[src/rtl/ram_loader_pkg.sv]
// Shared definitions for the boot-time RAM loader and the CPU/RAM top level:
// loader state encoding and the bus width constants.
package ram_loader_pkg;

    localparam int ADDR_W = 8;
    localparam int DATA_W = 8;

    typedef enum logic [2:0] {
        IDLE  = 3'd0,
        LEN   = 3'd1,
        DATA  = 3'd2,
        WRITE = 3'd3,
        CSUM  = 3'd4,
        DONE  = 3'd5
    } state_e;

endpackage

[src/rtl/ram_loader.sv]
// Boot-time program loader: takes a length-prefixed byte stream and writes it into RAM
// from BASE_ADDR upward while holding the CPU in reset. LOADER_CHECKSUM_EN adds a trailing checksum byte.
module ram_loader
    import ram_loader_pkg::*;
#(
    parameter logic [ADDR_W-1:0] BASE_ADDR = 8'h00
) (
    input  logic              clk,
    input  logic              reset,
    input  logic              start,
    input  logic [DATA_W-1:0] in_data,
    input  logic              in_valid,
    output logic              in_ready,
    output logic [ADDR_W-1:0] addr_bus,
    output logic [DATA_W-1:0] bus_out,
    output logic              bus_oe,
    output logic              c_ri,
    output logic              cpu_hold,
    output logic              done,
    output logic              err,
    output logic [2:0]        dbg_state
);

    // Stream handshake: a byte moves on a rising edge where in_valid and in_ready are both high;
    // the sender holds in_data stable until then. in_ready is registered and depends only on state.
    state_e              state_q;
    logic [ADDR_W-1:0]   addr_cnt_q, addr_cnt_d;
    logic [8:0]          remaining_q, remaining_d;
    logic                in_ready_q;
    logic [ADDR_W-1:0]   addr_bus_q;
    logic [DATA_W-1:0]   bus_out_q;
    logic                bus_oe_q;
    logic                c_ri_q;
    logic                cpu_hold_q;
    logic                done_q;
    logic                handshake;

    assign handshake = in_valid && in_ready_q;

    always_comb begin
        addr_cnt_d  = addr_cnt_q + ADDR_W'(1);
        remaining_d = remaining_q - 9'd1;
    end

    always_ff @(posedge clk) begin
        if (!reset) begin
            state_q     <= IDLE;
            addr_cnt_q  <= '0;
            remaining_q <= '0;
            in_ready_q  <= 1'b0;
            addr_bus_q  <= '0;
            bus_out_q   <= '0;
            bus_oe_q    <= 1'b0;
            c_ri_q      <= 1'b0;
            cpu_hold_q  <= 1'b1;
            done_q      <= 1'b0;
        end else begin
            // The bus is only driven for the single WRITE cycle that follows a data handshake.
            addr_bus_q <= '0;
            bus_out_q  <= '0;
            bus_oe_q   <= 1'b0;
            c_ri_q     <= 1'b0;
            case (state_q)
                IDLE: begin
                    if (start) begin
                        state_q    <= LEN;
                        in_ready_q <= 1'b1;
                        addr_cnt_q <= BASE_ADDR;
                    end
                end
                LEN: begin
                    if (handshake) begin
                        // A zero header means a full 256-byte image.
                        remaining_q <= (in_data == '0) ? 9'd256 : {1'b0, in_data};
                        state_q     <= DATA;
                    end
                end
                DATA: begin
                    if (handshake) begin
                        state_q    <= WRITE;
                        in_ready_q <= 1'b0;
                        addr_bus_q <= addr_cnt_q;
                        bus_out_q  <= in_data;
                        bus_oe_q   <= 1'b1;
                        c_ri_q     <= 1'b1;
                    end
                end
                WRITE: begin
                    addr_cnt_q  <= addr_cnt_d;
                    remaining_q <= remaining_d;
                    if (remaining_d == '0) begin
`ifdef LOADER_CHECKSUM_EN
                        state_q    <= CSUM;
                        in_ready_q <= 1'b1;
`else
                        state_q    <= DONE;
                        done_q     <= 1'b1;
                        cpu_hold_q <= 1'b0;
`endif
                    end else begin
                        state_q    <= DATA;
                        in_ready_q <= 1'b1;
                    end
                end
`ifdef LOADER_CHECKSUM_EN
                CSUM: begin
                    if (handshake) begin
                        state_q    <= DONE;
                        in_ready_q <= 1'b0;
                        done_q     <= 1'b1;
                        cpu_hold_q <= 1'b0;
                    end
                end
`endif
                DONE: begin
                    state_q <= DONE;
                end
                default: begin
                    state_q <= IDLE;
                end
            endcase
        end
    end

`ifdef LOADER_CHECKSUM_EN
    logic [DATA_W-1:0] sum_q, sum_d;
    logic              err_q;

    assign sum_d = sum_q + in_data;

    always_ff @(posedge clk) begin
        if (!reset) begin
            sum_q <= '0;
            err_q <= 1'b0;
        end else begin
            if (state_q == IDLE && start) begin
                sum_q <= '0;
            end else if (state_q == DATA && handshake) begin
                sum_q <= sum_d;
            end
            if (state_q == CSUM && handshake) begin
                err_q <= (in_data != sum_q);
            end
        end
    end

    assign err = err_q;
`else
    assign err = 1'b0;
`endif

    assign in_ready  = in_ready_q;
    assign addr_bus  = addr_bus_q;
    assign bus_out   = bus_out_q;
    assign bus_oe    = bus_oe_q;
    assign c_ri      = c_ri_q;
    assign cpu_hold  = cpu_hold_q;
    assign done      = done_q;
    assign dbg_state = state_q;

endmodule

[config.mk]
export PLATFORM = sky130hd
export DESIGN_NAME = ram_loader
export DESIGN_NICKNAME = d
export VERILOG_FILES = /design/src/rtl/ram_loader_pkg.sv /design/src/rtl/ram_loader.sv
export SDC_FILE = /design/constraint.sdc
export NUM_CORES = 1
export LEC_CHECK = 0
export BUFFER_PORTS_ARGS = -buffer_cell sky130_fd_sc_hd__buf_2
export CELL_PAD_IN_SITES_DETAIL_PLACEMENT = 1
export CELL_PAD_IN_SITES_GLOBAL_PLACEMENT = 1
export CORE_MARGIN = 2
export CORE_UTILIZATION = 43
export DETAILED_ROUTE_END_ITERATION = 7
export GPL_ROUTABILITY_DRIVEN = 1
export HOLD_SLACK_MARGIN = 0.03
export PLACE_DENSITY_LB_ADDON = 0.15
export SETUP_SLACK_MARGIN = 0.3
export SYNTH_ARGS = -nofsm -noshare
export SYNTH_HDL_FRONTEND = slang
export SYNTH_SLANG_ARGS = --single-unit
[constraint.sdc]
create_clock -name clk -period 4.8 [get_ports clk]
set_clock_uncertainty 0.15 [all_clocks]
set_input_delay 0.48 -clock clk [delete_from_list [all_inputs] [get_ports clk]]
set_output_delay 0.48 -clock clk [all_outputs]
set_load 0.03 [all_outputs]
==> summary.txt <==
GRT met1 Usage: 0.2723
Cell Area, Synth: 1777 um^2
Crit path from: remaining_q[1]
Fin util: 0.5174
Reg2reg path depth: 6
H-Tree Level Count: 2
R2r startpoint: remaining_q[1]
Final Slew Violations: 0
Critical Path Source Type: flip-flop
Final Cycle Share: 0.4584
Starting DRT DRC Count: 77
Full die area: 4662 um^2
Post-Syn Instances: 199
Drc violations: 0
Worst slew pin tran: 0.8683 ns
Most crowded layer after global routing: met2
CORE AREA: 4000 um^2
Static Leakage: 0.8543 nW
Share of cells above drive strength 1: 0.2208
Buffers on Ports: 35
Post-cts resize count: 0
Worst skew pair latency: 0.29 ns
Critical path type: flip-flop to flip-flop
Routed vias: 1588
Vias in the first global route: 1562
Clock Path Buffers: 2
Data required, critical path: 4.84 ns
Placer Congestion: 0.9132
Site Rows: 23
Post-synth EDFFs: 0
Most frequent cells in the layout: dfxtp_1 (40), buf_2 (35), and2_1 (17), a21oi_1 (16)
Synthesized flop and latch total: 40
Register area share after synthesis: 0.4507
DRT Pass-1 Iters: 4
Post-synth ARST share: 0
Clk slew on worst S/H paths: 0.08 ns
IO Pins: 37
R2r endpoint: cpu_hold
Reg2reg setup slack: 2.60 ns
Final setup fails: 0
Tot Pwr: 0.6806 mW
Count of final hold-check violations: 0
Post-Syn Nets: 214
First-pass GRT wire length: 7472 um
Met2 GRT Util: 0.3532
Worst-path maximum fanout: 6
Routed Antenna Nets: 0
Largest net degree at the start of global routing: 18
Layout area overhead: 16.48%
Total grt overflow: 0
Vias per inst: 5.651
RSZ-0062 raised after global routing: false
Die Width: 68.28 um
Diode count: 0
CTS Sinks: 40
Adder-Cell Fraction of Synth Area: 0.02113
Synth Warn #: 0
Largest family of logic cells by synthesized area: simple AND/OR/NAND/NOR gates
Xor/xnor cell area share of the yosys netlist: 0.004930
Simple-gate share of the synthesized area: 0.2662
Wirelength, routed: 4628 um
# Post-CTS Setup Buffers: 0
Nets@finish: 245
Starting Density: 0.4442
Post-CTS Hold Buffers: 0
DPL Wire Length: 3386 um
CTS tree: yes
Post-route cell area: 2069 um^2
CTS Buf Count: 5
Initial antenna violation count: 0
Compound-Gate Fraction of Synth Area: 0.2127
CP Capture Type: flip-flop
Maxcap violations: 0
Synth unique cells: 46
Post-layout min period: 2.200 ns
Fmax: 454.5 MHz
Met3 GRT Util: 0.04934
CP Capture Point: cpu_hold
Hold Path Class: input port to flip-flop
Critical Path AT: 2.24 ns
Routed length per instance: 16.47 um
Outcome: finished clean
Hold slack: 0.2610 ns
Placement Cell Area: 1958 um^2
CTS root buf: clkbuf_8
Slew HR: 0.4190
Die H: 68.28 um
Max VDD drop: 0.0001194 V
Final TNS setup: 0 ns
Post-synthesis mux area share: 0
GRT Total Usage: 0.2162
Pwr per Cell Area: 328.9 nW/um^2
Predominant post-synthesis flop cell: dfxtp_1
Commonest non-fill, non-tap cell in the layout: dfxtp_1
Syn avg cell area: 8.928 um^2
cell usage after synthesis, types with 5 or more instances:
library cell,instances,area (um^2)
o21ai_0,13,65.06
nor3_1,7,35.03
nand2_1,14,52.55
nor2_1,14,52.55
a31oi_1,7,43.79
a21oi_1,16,80.08
inv_1,5,18.77
dfxtp_1,40,800.8
and2_1,17,106.4
nand3_1,6,30.03
buf_2,5,25.02
area by class of cell:
class	count	area, um^2
well taps	50	62.56
repair buffers	35	175.2
fillers	483	1931
inverters	5	18.77
clock buffers	5	68.82
flip-flops and latches	40	800.8
clock inverters	3	42.54
multi-input cells	143	900.9
through the flow:
stage | std cells | setup slack [ns]
finish | 281 | 2.600
global route | 281 | 2.483
CTS | 281 | 2.606
detailed placement | 273 | 2.587
global placement | 273 | 2.700
floorplan | 199 | 2.838
sequential cells by signal (all words and copies together) (netlist names):
name         flops
remaining_q      9
addr_cnt_q       8
addr_bus         8
bus_out          8
cpu_hold         1
dbg_state        3
done             1
c_ri             1
in_ready         1
routing by layer:
metal	wire, um	up-vias	part of all wire
met1	2184	769	0.47
met2	2243	29	0.48
met5	0	-	0
li1	-	785	-
met4	62	0	0.013
met3	138	5	0.030
how the worst min path moves through the flow:
stage	startpoint	endpoint	slack, ns	depth (start not counted)
after floorplan	addr_cnt_q[7]	addr_bus[7]	0.29	1
after global placement	done	done	0.29	2
after detailed placement	done	done	0.31	2
after CTS	in_data[3]	bus_out[3]	0.26	2
after global routing	in_data[4]	bus_out[4]	0.28	2
final	in_data[3]	bus_out[3]	0.26	2
cell families after synthesis:
logic type      Yosys count
simple gates             80
flops                    40
buf+inv                  16
fa+ha+maj                 3
compound gates           58
other cells               1
xor+xnor                  1
report_power, final:
| part | internal (mW) | switching [mW] | total [mW] |
|---|---|---|---|
| Clock | 0.154 | 0.121 | 0.275 |
| Combinational | 0.0226 | 0.0371 | 0.0597 |
| Sequential | 0.336 | 0.00967 | 0.346 |
| Total | 0.513 | 0.168 | 0.681 |
critical path, cell delays in order, from the launching register on:
cell,delay (ns)
dfxtp_1,0.37
inv_1,0.11
ha_1,0.25
nor4b_4,0.37
xor2_1,0.15
o31a_1,0.35
o32a_1,0.35
Note: power is estimated with default switching activity, not from simulation.
